==> src/rtl/ir_frame_ctrl.sv <==
// ----------------------------------------------------------------------------
// ir_frame_ctrl
//
// Frame decoder for a pulse-width coded IR receiver. The raw receiver level is
// synchronized, each high pulse is measured and classified as GLITCH, ZERO,
// ONE or START, and a small FSM assembles an LSB-first byte after a start
// marker. Long low gaps inside a frame abort it. A START inside a partially
// received frame aborts that frame and restarts reception.
//
// Optional feature (macro IR_CHECK_EN): when defined, each byte is followed by
// 8 check bits that must equal the bitwise inverse of the byte. A mismatch
// aborts the frame.
//
// Parameters:
//   CNT_W     width of the pulse and gap counters
//   BIT0_MIN  minimum high width (clocks) for a data 0
//   BIT1_MIN  minimum high width for a data 1
//   START_MIN minimum high width for a start marker
//   GAP_MAX   longest low gap tolerated inside a frame
//
// Ports:
//   IR_READER_CLK    sole clock, rising edge
//   IR_READER_RES_N  asynchronous active-low reset
//   ir               raw receiver level (asynchronous), high = pulse active
//   en               high while a frame is in progress
//   rdy              one-cycle strobe, a new byte is on data
//   err              one-cycle strobe, a frame was aborted
//   data             last good byte, updated only with rdy
// ----------------------------------------------------------------------------
module ir_frame_ctrl #(
  parameter int CNT_W     = 8,
  parameter int BIT0_MIN  = 4,
  parameter int BIT1_MIN  = 9,
  parameter int START_MIN = 20,
  parameter int GAP_MAX   = 40
) (
  input  logic       IR_READER_CLK,
  input  logic       IR_READER_RES_N,
  input  logic       ir,
  output logic       en,
  output logic       rdy,
  output logic       err,
  output logic [7:0] data
);

  localparam logic [CNT_W-1:0] LP_BIT0  = CNT_W'(BIT0_MIN);
  localparam logic [CNT_W-1:0] LP_BIT1  = CNT_W'(BIT1_MIN);
  localparam logic [CNT_W-1:0] LP_START = CNT_W'(START_MIN);
  localparam logic [CNT_W-1:0] LP_GAP   = CNT_W'(GAP_MAX);
  localparam logic [CNT_W-1:0] LP_ONE   = CNT_W'(1);

`ifdef IR_CHECK_EN
  typedef enum logic [1:0] {
    S_IDLE,
    S_START_SEEN,
    S_BITS,
    S_CHECK
  } state_t;
`else
  typedef enum logic [1:0] {
    S_IDLE,
    S_START_SEEN,
    S_BITS
  } state_t;
`endif

  typedef enum logic [1:0] {
    C_GLITCH,
    C_ZERO,
    C_ONE,
    C_START
  } cls_t;

  // --------------------------------------------------------------------------
  // Synchronizer and edge detection
  // --------------------------------------------------------------------------
  logic r_sync1;
  logic r_sync2;
  logic r_prev;
  logic w_rise;
  logic w_fall;

  always_ff @(posedge IR_READER_CLK or negedge IR_READER_RES_N) begin
    if (!IR_READER_RES_N) begin
      r_sync1 <= 1'b0;
      r_sync2 <= 1'b0;
      r_prev  <= 1'b0;
    end else begin
      r_sync1 <= ir;
      r_sync2 <= r_sync1;
      r_prev  <= r_sync2;
    end
  end

  // r_prev resets low, so the first falling edge after reset can only follow
  // a rising edge seen on the synchronized signal.
  assign w_rise = r_sync2 & ~r_prev;
  assign w_fall = ~r_sync2 & r_prev;

  // --------------------------------------------------------------------------
  // Pulse width counter
  // --------------------------------------------------------------------------
  logic [CNT_W-1:0] r_pcnt;

  // The rising-edge cycle restarts the count and is itself the first high
  // cycle, so at the falling edge r_pcnt equals the number of high cycles.
  always_ff @(posedge IR_READER_CLK or negedge IR_READER_RES_N) begin
    if (!IR_READER_RES_N) begin
      r_pcnt <= '0;
    end else if (w_rise) begin
      r_pcnt <= LP_ONE;
    end else if (r_sync2 && (r_pcnt != '1)) begin
      r_pcnt <= r_pcnt + LP_ONE;
    end
  end

  cls_t w_cls;

  always_comb begin
    w_cls = C_GLITCH;
    if (r_pcnt >= LP_START) begin
      w_cls = C_START;
    end else if (r_pcnt >= LP_BIT1) begin
      w_cls = C_ONE;
    end else if (r_pcnt >= LP_BIT0) begin
      w_cls = C_ZERO;
    end
  end

  logic w_is_bit;
  logic w_is_start;
  logic w_bit;

  assign w_is_bit   = w_fall & ((w_cls == C_ZERO) | (w_cls == C_ONE));
  assign w_is_start = w_fall & (w_cls == C_START);
  assign w_bit      = (w_cls == C_ONE);

  // --------------------------------------------------------------------------
  // Gap counter
  // --------------------------------------------------------------------------
  state_t           r_state;
  logic [CNT_W-1:0] r_gap;
  logic             w_en;
  logic             w_gap_hit;
  logic             w_timeout;

  assign w_en      = (r_state != S_IDLE);
  assign w_gap_hit = w_en & ~r_sync2 & (r_gap >= LP_GAP);
  // A classification in the same cycle takes priority over the timeout.
  assign w_timeout = w_gap_hit & ~w_fall;

  always_ff @(posedge IR_READER_CLK or negedge IR_READER_RES_N) begin
    if (!IR_READER_RES_N) begin
      r_gap <= '0;
    end else if (!w_en || w_rise) begin
      r_gap <= '0;
    end else if (!r_sync2) begin
      if (w_fall && w_gap_hit) begin
        r_gap <= '0;
      end else if (r_gap != '1) begin
        r_gap <= r_gap + LP_ONE;
      end
    end
  end

  // --------------------------------------------------------------------------
  // Frame FSM
  // --------------------------------------------------------------------------
  state_t     w_state_nxt;
  logic [7:0] r_shift;
  logic [7:0] w_shift_nxt;
  logic [2:0] r_idx;
  logic [2:0] w_idx_nxt;
  logic [7:0] r_data;
  logic [7:0] w_data_nxt;
  logic       r_rdy;
  logic       w_rdy_nxt;
  logic       r_err;
  logic       w_err_nxt;
  logic [7:0] w_shifted;
`ifdef IR_CHECK_EN
  logic [7:0] r_byte;
  logic [7:0] w_byte_nxt;
`endif

  assign w_shifted = {w_bit, r_shift[7:1]};

  always_ff @(posedge IR_READER_CLK or negedge IR_READER_RES_N) begin
    if (!IR_READER_RES_N) begin
      r_state <= S_IDLE;
      r_shift <= '0;
      r_idx   <= '0;
      r_data  <= '0;
      r_rdy   <= 1'b0;
      r_err   <= 1'b0;
`ifdef IR_CHECK_EN
      r_byte  <= '0;
`endif
    end else begin
      r_state <= w_state_nxt;
      r_shift <= w_shift_nxt;
      r_idx   <= w_idx_nxt;
      r_data  <= w_data_nxt;
      r_rdy   <= w_rdy_nxt;
      r_err   <= w_err_nxt;
`ifdef IR_CHECK_EN
      r_byte  <= w_byte_nxt;
`endif
    end
  end

  always_comb begin
    w_state_nxt = r_state;
    w_shift_nxt = r_shift;
    w_idx_nxt   = r_idx;
    w_data_nxt  = r_data;
    w_rdy_nxt   = 1'b0;
    w_err_nxt   = 1'b0;
`ifdef IR_CHECK_EN
    w_byte_nxt  = r_byte;
`endif

    case (r_state)
      S_IDLE: begin
        if (w_is_start) begin
          w_state_nxt = S_START_SEEN;
          w_shift_nxt = '0;
          w_idx_nxt   = '0;
        end
      end

      S_START_SEEN: begin
        if (w_is_start) begin
          w_shift_nxt = '0;
          w_idx_nxt   = '0;
        end else if (w_is_bit) begin
          w_state_nxt = S_BITS;
          w_shift_nxt = w_shifted;
          w_idx_nxt   = 3'd1;
        end else if (w_timeout) begin
          w_state_nxt = S_IDLE;
          w_err_nxt   = 1'b1;
          w_shift_nxt = '0;
          w_idx_nxt   = '0;
        end
      end

      S_BITS: begin
        if (w_is_start) begin
          w_state_nxt = S_START_SEEN;
          w_err_nxt   = 1'b1;
          w_shift_nxt = '0;
          w_idx_nxt   = '0;
        end else if (w_is_bit) begin
          w_idx_nxt   = r_idx + 3'd1;
          w_shift_nxt = w_shifted;
          if (r_idx == 3'd7) begin
            w_shift_nxt = '0;
`ifdef IR_CHECK_EN
            // The shift register is reused for the check bits; the byte is
            // parked until the check completes.
            w_byte_nxt  = w_shifted;
            w_state_nxt = S_CHECK;
`else
            w_data_nxt  = w_shifted;
            w_rdy_nxt   = 1'b1;
            w_state_nxt = S_IDLE;
`endif
          end
        end else if (w_timeout) begin
          w_state_nxt = S_IDLE;
          w_err_nxt   = 1'b1;
          w_shift_nxt = '0;
          w_idx_nxt   = '0;
        end
      end

`ifdef IR_CHECK_EN
      S_CHECK: begin
        if (w_is_start) begin
          w_state_nxt = S_START_SEEN;
          w_err_nxt   = 1'b1;
          w_shift_nxt = '0;
          w_idx_nxt   = '0;
        end else if (w_is_bit) begin
          w_idx_nxt   = r_idx + 3'd1;
          w_shift_nxt = w_shifted;
          if (r_idx == 3'd7) begin
            w_shift_nxt = '0;
            w_state_nxt = S_IDLE;
            if (w_shifted == ~r_byte) begin
              w_data_nxt = r_byte;
              w_rdy_nxt  = 1'b1;
            end else begin
              w_err_nxt  = 1'b1;
            end
          end
        end else if (w_timeout) begin
          w_state_nxt = S_IDLE;
          w_err_nxt   = 1'b1;
          w_shift_nxt = '0;
          w_idx_nxt   = '0;
        end
      end
`endif

      default: begin
        w_state_nxt = S_IDLE;
        w_shift_nxt = '0;
        w_idx_nxt   = '0;
      end
    endcase
  end

  assign en   = w_en;
  assign rdy  = r_rdy;
  assign err  = r_err;
  assign data = r_data;

endmodule

==> config.mk <==
export PLATFORM = sky130hd
export DESIGN_NAME = ir_frame_ctrl
export DESIGN_NICKNAME = d
export VERILOG_FILES = /design/src/rtl/ir_frame_ctrl.sv
export SDC_FILE = /design/constraint.sdc
export NUM_CORES = 1
export LEC_CHECK = 0
export BUFFER_PORTS_ARGS = -buffer_cell sky130_fd_sc_hd__buf_2
export CAP_MARGIN = 5
export CORE_MARGIN = 4
export CORE_UTILIZATION = 35
export CTS_CLUSTER_SIZE = 40
export DETAILED_ROUTE_END_ITERATION = 10
export GPL_ROUTABILITY_DRIVEN = 0
export PLACE_DENSITY = 0.62
export SYNTH_ARGS = -nofsm -noshare
export SYNTH_HDL_FRONTEND = slang
export SYNTH_SLANG_ARGS = --single-unit
==> constraint.sdc <==
create_clock -name IR_READER_CLK -period 8.6 [get_ports IR_READER_CLK]
set_clock_uncertainty 0.1 [all_clocks]
set_input_delay 0.86 -clock IR_READER_CLK [delete_from_list [all_inputs] [get_ports IR_READER_CLK]]
set_output_delay 0.86 -clock IR_READER_CLK [all_outputs]
set_load 0.05 [all_outputs]
# == Yosys cells after proc, flatten, opt, wreduce, memory -nomap -nowiden ==
# Cells that the tools add are included.
# W data, S select, Z words.
# classes
n_mux,41
bitwise,12
addsub,3
n_eq_ne,12
n_lt_le_gt_ge,4
reduce_logical,11
# ops
cell,n
$mux W8,13
$pmux W8 S3,1
$mux W2,9
$mux W3,6
$add A8 B1 Y8 const B,2
$ne A8 B8 Y1 const B,2
$mux W1,9
$pmux W3 S3,1
$ge A8 B3 Y1 const B,1
$ge A8 B4 Y1 const B,1
$ge A8 B5 Y1 const B,1
$ge A8 B6 Y1 const B,1
$and A1 B1 Y1,7
$eq A2 B2 Y1 const B,3
$pmux W2 S3,1
$eq A2 B1 Y1 const B,2
$ne A2 B2 Y1 const B,2
$ne A4 B4 Y1 const B,1
$not A1 Y1,4
$reduce_and A4 Y1,1
$reduce_bool A2 Y1,2
$add A3 B1 Y3 const B,1
$eq A3 B3 Y1 const B,1
$reduce_and A3 Y1,1
9 further kinds,10
# word_totals
wordCells,94
in_bits,3
out_inout_bits,11
register_bits,42

# == Logic depth before layout (Yosys ltp) ==
# Gate-level depths: netlist (run 1).
# depth
depth_word,10
ltp_mapped,12
depth_no_buf,11

# == Worst setup path before layout (run 1) ==
# Ideal clock, no wire load.
# synth_path
path_kind,register to register
startpoint,register r_pcnt[6]
endpoint,register r_data[0] (netlist: data[0])
arrival_ns,2.586
synth_period_minus_slack_ns,2.811
stages_incl_launch_ff,10
setup_slack_ns,5.789
n_path_buf,2
path_cell_list,dfrtp_1 -> or3_1 -> clkbuf_2 -> a211o_1 -> ha_1 -> nor3b_2 -> and3_1 -> and3_1 -> buf_4 -> mux2_2
# synth_between
elab_chain_cells,8
elab_cells_between_ends,14
cone_classes,order compare (3); eq/ne (3); mux (3); bitwise (4); reduce/logical (1)
# synth_lines
item,line_no,rtl
start: declaration,103,logic [CNT_W-1:0] r_pcnt;
start signal: assignment,113,r_pcnt <= r_pcnt + LP_ONE;
$ge A8 B3 Y1,125,end else if (r_pcnt >= LP_BIT0) begin
$mux W1,125,
$mux W2,123,end else if (r_pcnt >= LP_BIT1) begin
$mux W2 (*),121,if (r_pcnt >= LP_START) begin
"$eq A2 B1 Y1, or another cell as far along",134,assign w_is_bit = w_fall & ((w_cls == C_ZERO) | (w_cls == C_ONE));
$or A1 B1 Y1 / $and A1 B1 Y1 (equally long branches),"134, 135",
$and A1 B1 Y1 / $not A1 Y1 (equally long branches),n/a,
$reduce_and A4 Y1 (no source line) (*),n/a,
end signal: assignment,203,r_data <= w_data_nxt;
end: declaration,174,logic [7:0] r_data;
# Mark *: on every way between the ends. The rest lies on a longest branch, timed or not.
# A chain may end at the register's enable or synchronous reset.

# == Worst setup path after layout (run 1) ==
# layout_path
startpoint,register r_pcnt[6]
endpoint,register r_data[6] (netlist: data[6])
# The elaborated chain is that of the path after synthesis.

==> results.sh, run 1 <==
export IMPL_routed_via_density=5.72
export IMPL_num_rows=29
export IMPL_numCtsBuffers=5
export IMPL_finalSetupTns_ps=0
export IMPL_met1_length_um=2380
export IMPL_drt_wl_total_um=4990
export IMPL_grt_antenna_before_repair=0
export IMPL_setup_viol=0
export IMPL_ys_warn_count=0
export IMPL_instances_no_fill=332
export IMPL_die_h_um=90.6
export IMPL_r2r_end="data[6]$_DFFE_PN0P_"
export IMPL_cts_setup_buffers=0
export IMPL_seqPwrFrac_pct=51.6
export IMPL_drv_slew=0
export IMPL_hold_viol_final=0
export IMPL_rsz0062_at_grt="false"
export IMPL_p_leak_nw=1.12
export IMPL_finalNetCount=270
export IMPL_critPathMaxFanout=9
export IMPL_crit_path_end_kind="flop"
export IMPL_dp_cells=324
export IMPL_clkTransAtPathRegs_ps=80
export IMPL_clockPowerShare_pct=39.5
export IMPL_ys_seq_elements=41
export IMPL_synthesis_area_mm2=0.00239
export IMPL_io_pins=14
export IMPL_worstMarginPinSlew_ps=944
export IMPL_synth_area_leaders="dfrtp_1 43%, ha_1 6.8%, mux2_2 3.8%"
export IMPL_grt_pass1_wl_um=8660
export IMPL_p_per_area_mw_per_mm2=156
export IMPL_insertion_delay_ps=300
export IMPL_dpl_instance_area_mm2=0.00246
export IMPL_ys_seq_area_share_pct=43.0
export IMPL_synth_nets=266
export IMPL_fin_area_mm2=0.00258
export IMPL_firstDrtPassIters=4
export IMPL_yosys_top_cells_count="41 x dfrtp_1, 24 x nor2_1, 16 x a21oi_1"
export IMPL_max_cap_violations=0
export IMPL_maxSlewHeadroom_pct=36.7
export IMPL_worst_ep_arrival_time_ps=3250
export IMPL_drive_gt1_share_pct=12.5
export IMPL_switching_power_w=0.000106
export IMPL_synth_top_area_share_pct=43.0
export IMPL_status="finished clean"
export IMPL_critPathKind="flop to flop"
export IMPL_internal_power_w=0.000298
export IMPL_vias=1899
export IMPL_grt_ovfl_total=0
export IMPL_initial_utilization_pct=36.7
export IMPL_core_mm2=0.00649
export IMPL_async_flop_share_pct=100
export IMPL_wl_met2_um=2250
export IMPL_dieArea_mm2=0.00820
export IMPL_crit_path_cell_trace="or3_1, a211o_1, ha_1, nor3b_2, and3_1, and3_1, mux2_2"
export IMPL_pwr_share_comb_pct=8.9
export IMPL_dr_wl_met3_um=250
export IMPL_hpwl_um=3360
export IMPL_cts_buffer_depth=2
export IMPL_finalCritPeriodShare_pct=36.8
export IMPL_drt_iter0_markers=190
export IMPL_critPathSlowestCell="or3_1"
export IMPL_synth_most_common_cell="dfrtp_1"
export IMPL_grt_max_degree=42
export IMPL_synth_cells=250
export IMPL_wl_per_cell_um=15.0
export IMPL_cts_tree="yes"
export IMPL_antenna_diode_count=0
export IMPL_setup_worst_path_start_class="flop"
export IMPL_r2r_start="r_pcnt[6]$_DFFE_PN0P_"
export IMPL_area_growth_pct=8.08
export IMPL_port_buffers=13
export IMPL_reg2reg_depth=7
export IMPL_hold_path_startpoint="r_sync1$_DFF_PN0_"
export IMPL_drc=0
export IMPL_htreeDepth=2
export IMPL_fin_util_pct=39.7
export IMPL_fmax_mhz=316
export IMPL_yosys_area_top_type="dfrtp_1"
export IMPL_die_w_um=90.6
export IMPL_slowest_delay_ps=480
export IMPL_whs_path_depth=0
export IMPL_ys_flop_type="dfrtp_1"
export IMPL_clock_sinks=41
export IMPL_hp_class="flop to flop"
export IMPL_r2r_slack_ps=5430
export IMPL_total_power_w=0.000404
export IMPL_ys_types=45
export IMPL_grt_pass1_vias=1769
export IMPL_root_buffer="clkbuf_8"
export IMPL_cts_hold_fix_buffers=0
export IMPL_min_to="r_sync2$_DFF_PN0_"
export IMPL_irDropWorstVdd_mv=0.0724
export IMPL_track_usage_pct=12.7
export IMPL_cp_common_cell="and3_1"
export IMPL_postRouteAntennaNets=0
export IMPL_synth_edff_count=0
export IMPL_sw_frac_of_total_pct=26.2
export IMPL_ctsResizeCount=0
export IMPL_cp_required_ps=8690
export IMPL_fin_crit_ps=3170
export IMPL_top_layer_used="met4"
export IMPL_postSynthAreaPerCell_um2=9.54
[routing by layer]
layer | GRT usage (%) | up-vias
met2 | 19.3 | 52
li1 | - | 931
met4 | 4.46 | 0
met3 | 3.17 | 8
met1 | 17.5 | 908
met5 | 0 | -
[cell families after synthesis]
| family | count (synthesis) | share of synthesized area (%) |
|---|---|---|
| AOI/OAI and AO/OA | 66 | 18.8 |
| muxes | 9 | 4.20 |
| and+or+nand+nor | 87 | 19.4 |
| DFF | 41 | 43.0 |
| adders and majority gates | 13 | 6.82 |
| buffers and inverters | 27 | 5.24 |
| xor gates and xnor gates | 7 | 2.57 |
[state kept, by name, indices dropped and copies added (netlist names)]
signal	count
r_shift	7
r_sync2	1
r_pcnt	8
r_state	2
err	1
r_idx	3
r_gap	8
r_prev	1
r_sync1	1
data	8
rdy	1
[power by group through the flow]
stage	combinational, W	sequential (W)	clock (W)
2_1_floorplan	0.0000328	0.000205	0
3_3_place_gp	0.0000353	0.000212	0
3_5_place_dp	0.0000364	0.000212	0
4_1_cts	0.0000363	0.000208	0.000166
5_1_grt	0.0000421	0.000210	0.000176
6_report	0.0000359	0.000208	0.000160
[stage by stage]
step	hold slack, ps	setup slack (ps)
6_report	254	5430
3_5_place_dp	237	5470
4_1_cts	256	5450
2_1_floorplan	231	5790
3_3_place_gp	233	5540
5_1_grt	279	5260
[critical path: cells and delay by family, from the launching register on]
| family | cells | cell delay, ps |
|---|---|---|
| adders and majority gates | 1 | 320 |
| AOI/OAI and AO/OA | 1 | 300 |
| DFF | 1 | 420 |
| muxes | 1 | 390 |
| and+or+nand+nor | 4 | 1520 |
[cells in the final DEF, fill, tap and decap left out, types with 2 or more instances in the layout]
master and count:
nand2_1 11, ha_1 13, dfrtp_1 41, o21ai_0 10, inv_1 11, mux2_2 8
nand2b_1 3, buf_2 13, nor2_1 24, clkbuf_8 5, o21a_1 8, nand4_1 4
or3_1 4, or4_1 5, nor3_1 4, xnor2_1 4, o31ai_1 4, a32oi_1 2
xor2_1 3, o22ai_1 2, o2111ai_1 7, o221ai_1 2, nor4_1 2, o211ai_1 6
a21oi_1 16, and4_1 4, and3_1 5, nand3_1 14, a211o_1 2, a31oi_1 2
nor2b_1 2
[worst max path at each step]
stage	start	end	slack, ps	cells past startpoint
2_1_floorplan	r_pcnt[6]$_DFFE_PN0P_	data[0]$_DFFE_PN0P_	5790	9
3_3_place_gp	r_pcnt[6]$_DFFE_PN0P_	data[0]$_DFFE_PN0P_	5540	7
3_5_place_dp	r_pcnt[6]$_DFFE_PN0P_	data[2]$_DFFE_PN0P_	5470	7
4_1_cts	r_pcnt[6]$_DFFE_PN0P_	data[2]$_DFFE_PN0P_	5450	7
5_1_grt	r_pcnt[6]$_DFFE_PN0P_	data[0]$_DFFE_PN0P_	5260	7
6_report	r_pcnt[6]$_DFFE_PN0P_	data[6]$_DFFE_PN0P_	5430	7
[area by class of cell]
class	count	area [um2]
clock buffers	5	68.8
multi-input cells	182	1230
fillers	656	3920
repair buffers	13	65.1
inverters	11	41.3
clock inverters	3	46.3
flip-flops and latches	41	1030
well taps	77	96.3
(Power assumes the default switching activity.)
==> run 2, diff against run 1 <==
==> constraint.sdc (replaced) <==
create_clock -name IR_READER_CLK -period 2.99 [get_ports IR_READER_CLK]
set_clock_uncertainty 0.1 [all_clocks]
set_input_delay 0.299 -clock IR_READER_CLK [delete_from_list [all_inputs] [get_ports IR_READER_CLK]]
set_output_delay 0.299 -clock IR_READER_CLK [all_outputs]
set_load 0.05 [all_outputs]
==> results.sh, run 2 (synthesis gave the netlist of run 1 again) <==
export IMPL_fin_util_pct=40.2
export IMPL_hpwl_um=3380
export IMPL_drv_slew=0
export IMPL_hp_class="primary input to asynchronous set/reset pin"
export IMPL_drt_wl_total_um=5040
export IMPL_critPathMaxFanout=9
export IMPL_hold_viol_final=0
export IMPL_reg2reg_depth=10
export IMPL_timing_hold_ws_ps=40.0
export IMPL_finalNetCount=277
export IMPL_clock_sinks=41
export IMPL_clkTransAtPathRegs_ps=80
export IMPL_worst_ep_arrival_time_ps=2830
export IMPL_vias=1909
export IMPL_grt_max_degree=42
export IMPL_crit_path_end_kind="flop"
export IMPL_p_per_area_mw_per_mm2=415
export IMPL_grt_pass1_vias=1820
export IMPL_postRouteAntennaNets=0
export IMPL_status="finished clean"
export IMPL_cp_required_ps=3080
export IMPL_drc=0
export IMPL_insertion_delay_ps=300
export IMPL_r2r_slack_ps=250
export IMPL_finalSetupTns_ps=0
export IMPL_fin_area_mm2=0.00261
export IMPL_maxSlewHeadroom_pct=37.8
export IMPL_r2r_start="r_pcnt[1]$_DFFE_PN0P_"
export IMPL_irDropWorstVdd_mv=0.216
export IMPL_io_pins=14
export IMPL_die_h_um=90.6
export IMPL_place_ws_ps=47.3
export IMPL_track_usage_pct=12.9
export IMPL_final_common_cell="dfrtp_1"
export IMPL_worstMarginPinSlew_ps=932
export IMPL_fin_crit_ps=2740
export IMPL_p_leak_nw=1.14
export IMPL_die_w_um=90.6
export IMPL_root_buffer="clkbuf_8"
export IMPL_firstDrtPassIters=4
export IMPL_r2r_end="data[2]$_DFFE_PN0P_"
export IMPL_antenna_diode_count=0
export IMPL_drt_iter0_markers=86
export IMPL_cts_buffer_depth=2
export IMPL_htreeDepth=2
export IMPL_setup_worst_path_start_class="flop"
export IMPL_dieArea_mm2=0.00820
export IMPL_wl_per_cell_um=14.9
export IMPL_drive_gt1_share_pct=14.5
export IMPL_max_cap_violations=0
export IMPL_initial_utilization_pct=36.7
export IMPL_critPathLaunch="r_pcnt[1]$_DFFE_PN0P_"
export IMPL_area_growth_pct=9.44
export IMPL_finalCritPeriodShare_pct=91.6
export IMPL_routed_via_density=5.63
export IMPL_setup_viol=0
export IMPL_critPathKind="flop to flop"
export IMPL_finalWorstSetupSlack_ps=253
export IMPL_grt_antenna_before_repair=0
export IMPL_fmax_mhz=365
export IMPL_grt_pass1_wl_um=8780
export IMPL_most_common_layout_cells="41 x dfrtp_1, 24 x nor2_1, 16 x a21oi_1"
export IMPL_cts_tree="yes"
export IMPL_rsz0062_at_grt="false"
export IMPL_num_rows=29
export IMPL_core_mm2=0.00649
export IMPL_numCtsBuffers=5
export IMPL_grt_ovfl_total=0
export IMPL_dpl_instance_area_mm2=0.00251
export IMPL_port_buffers=13
==> run 2: worst max-delay path by stage <==
| stage | endpoint | slack [ps] |
|---|---|---|
| 4_1_cts | data[2]$_DFFE_PN0P_ | 20 |
| 6_report | data[2]$_DFFE_PN0P_ | 250 |
| 3_3_place_gp | data[2]$_DFFE_PN0P_ | 130 |
| 3_5_place_dp | data[2]$_DFFE_PN0P_ | 50 |
| 2_1_floorplan | data[0]$_DFFE_PN0P_ | 180 |
| 5_1_grt | data[6]$_DFFE_PN0P_ | 10 |
==> run 2: critical path, stage by stage (launching register included) <==
cell     delay (ps)
dfrtp_1         410
inv_1            90
ha_1            180
nor2_1          110
nand2_1          70
a211o_1         280
ha_1            330
nor3b_2         190
and3_1          230
and3_4          280
mux2_2          350
==> run 2: layout make-up <==
class                           count  area [um2]
Timing Repair Buffer               20         120
Sequential cell                    41        1030
Fill cell                         628        3880
Multi-Input combinational cell    182        1240
Inverter                           11        41.3
Clock buffer                        6        72.6
Clock inverter                      2        15.0
Tap cell                           77        96.3
==> run 2: what timing repair did <==
action / in CTS / in global routing
setup buffers: 0 / 0
setup endpoints to repair: 0 / 8
resized for setup: 0 / 2
hold buffers: 1 / 0
hold endpoints to repair: 1 / 0
==> run 2: where the power goes <==
group,internal (W),switching (W)
combinational,0.0000462,0.0000768
clock,0.000165,0.000206
sequential,0.000569,0.0000219
total,0.000780,0.000305
==> run 2: routing by layer <==
layer / global-route usage, % / wire (um) / up-vias
met5: 0 / 0 / -
met4: 4.97 / 62 / 0
met3: 2.92 / 131 / 4
met2: 19.9 / 2330 / 20
met1: 17.5 / 2520 / 941
li1: - / - / 944
==> run 2: through the flow <==
step                      total power (W)  std cells
after floorplan                  0.000684        250
after global placement           0.000722        330
after detailed placement         0.000724        330
after CTS                         0.00110        339
after global routing              0.00114        339
final                             0.00108        339
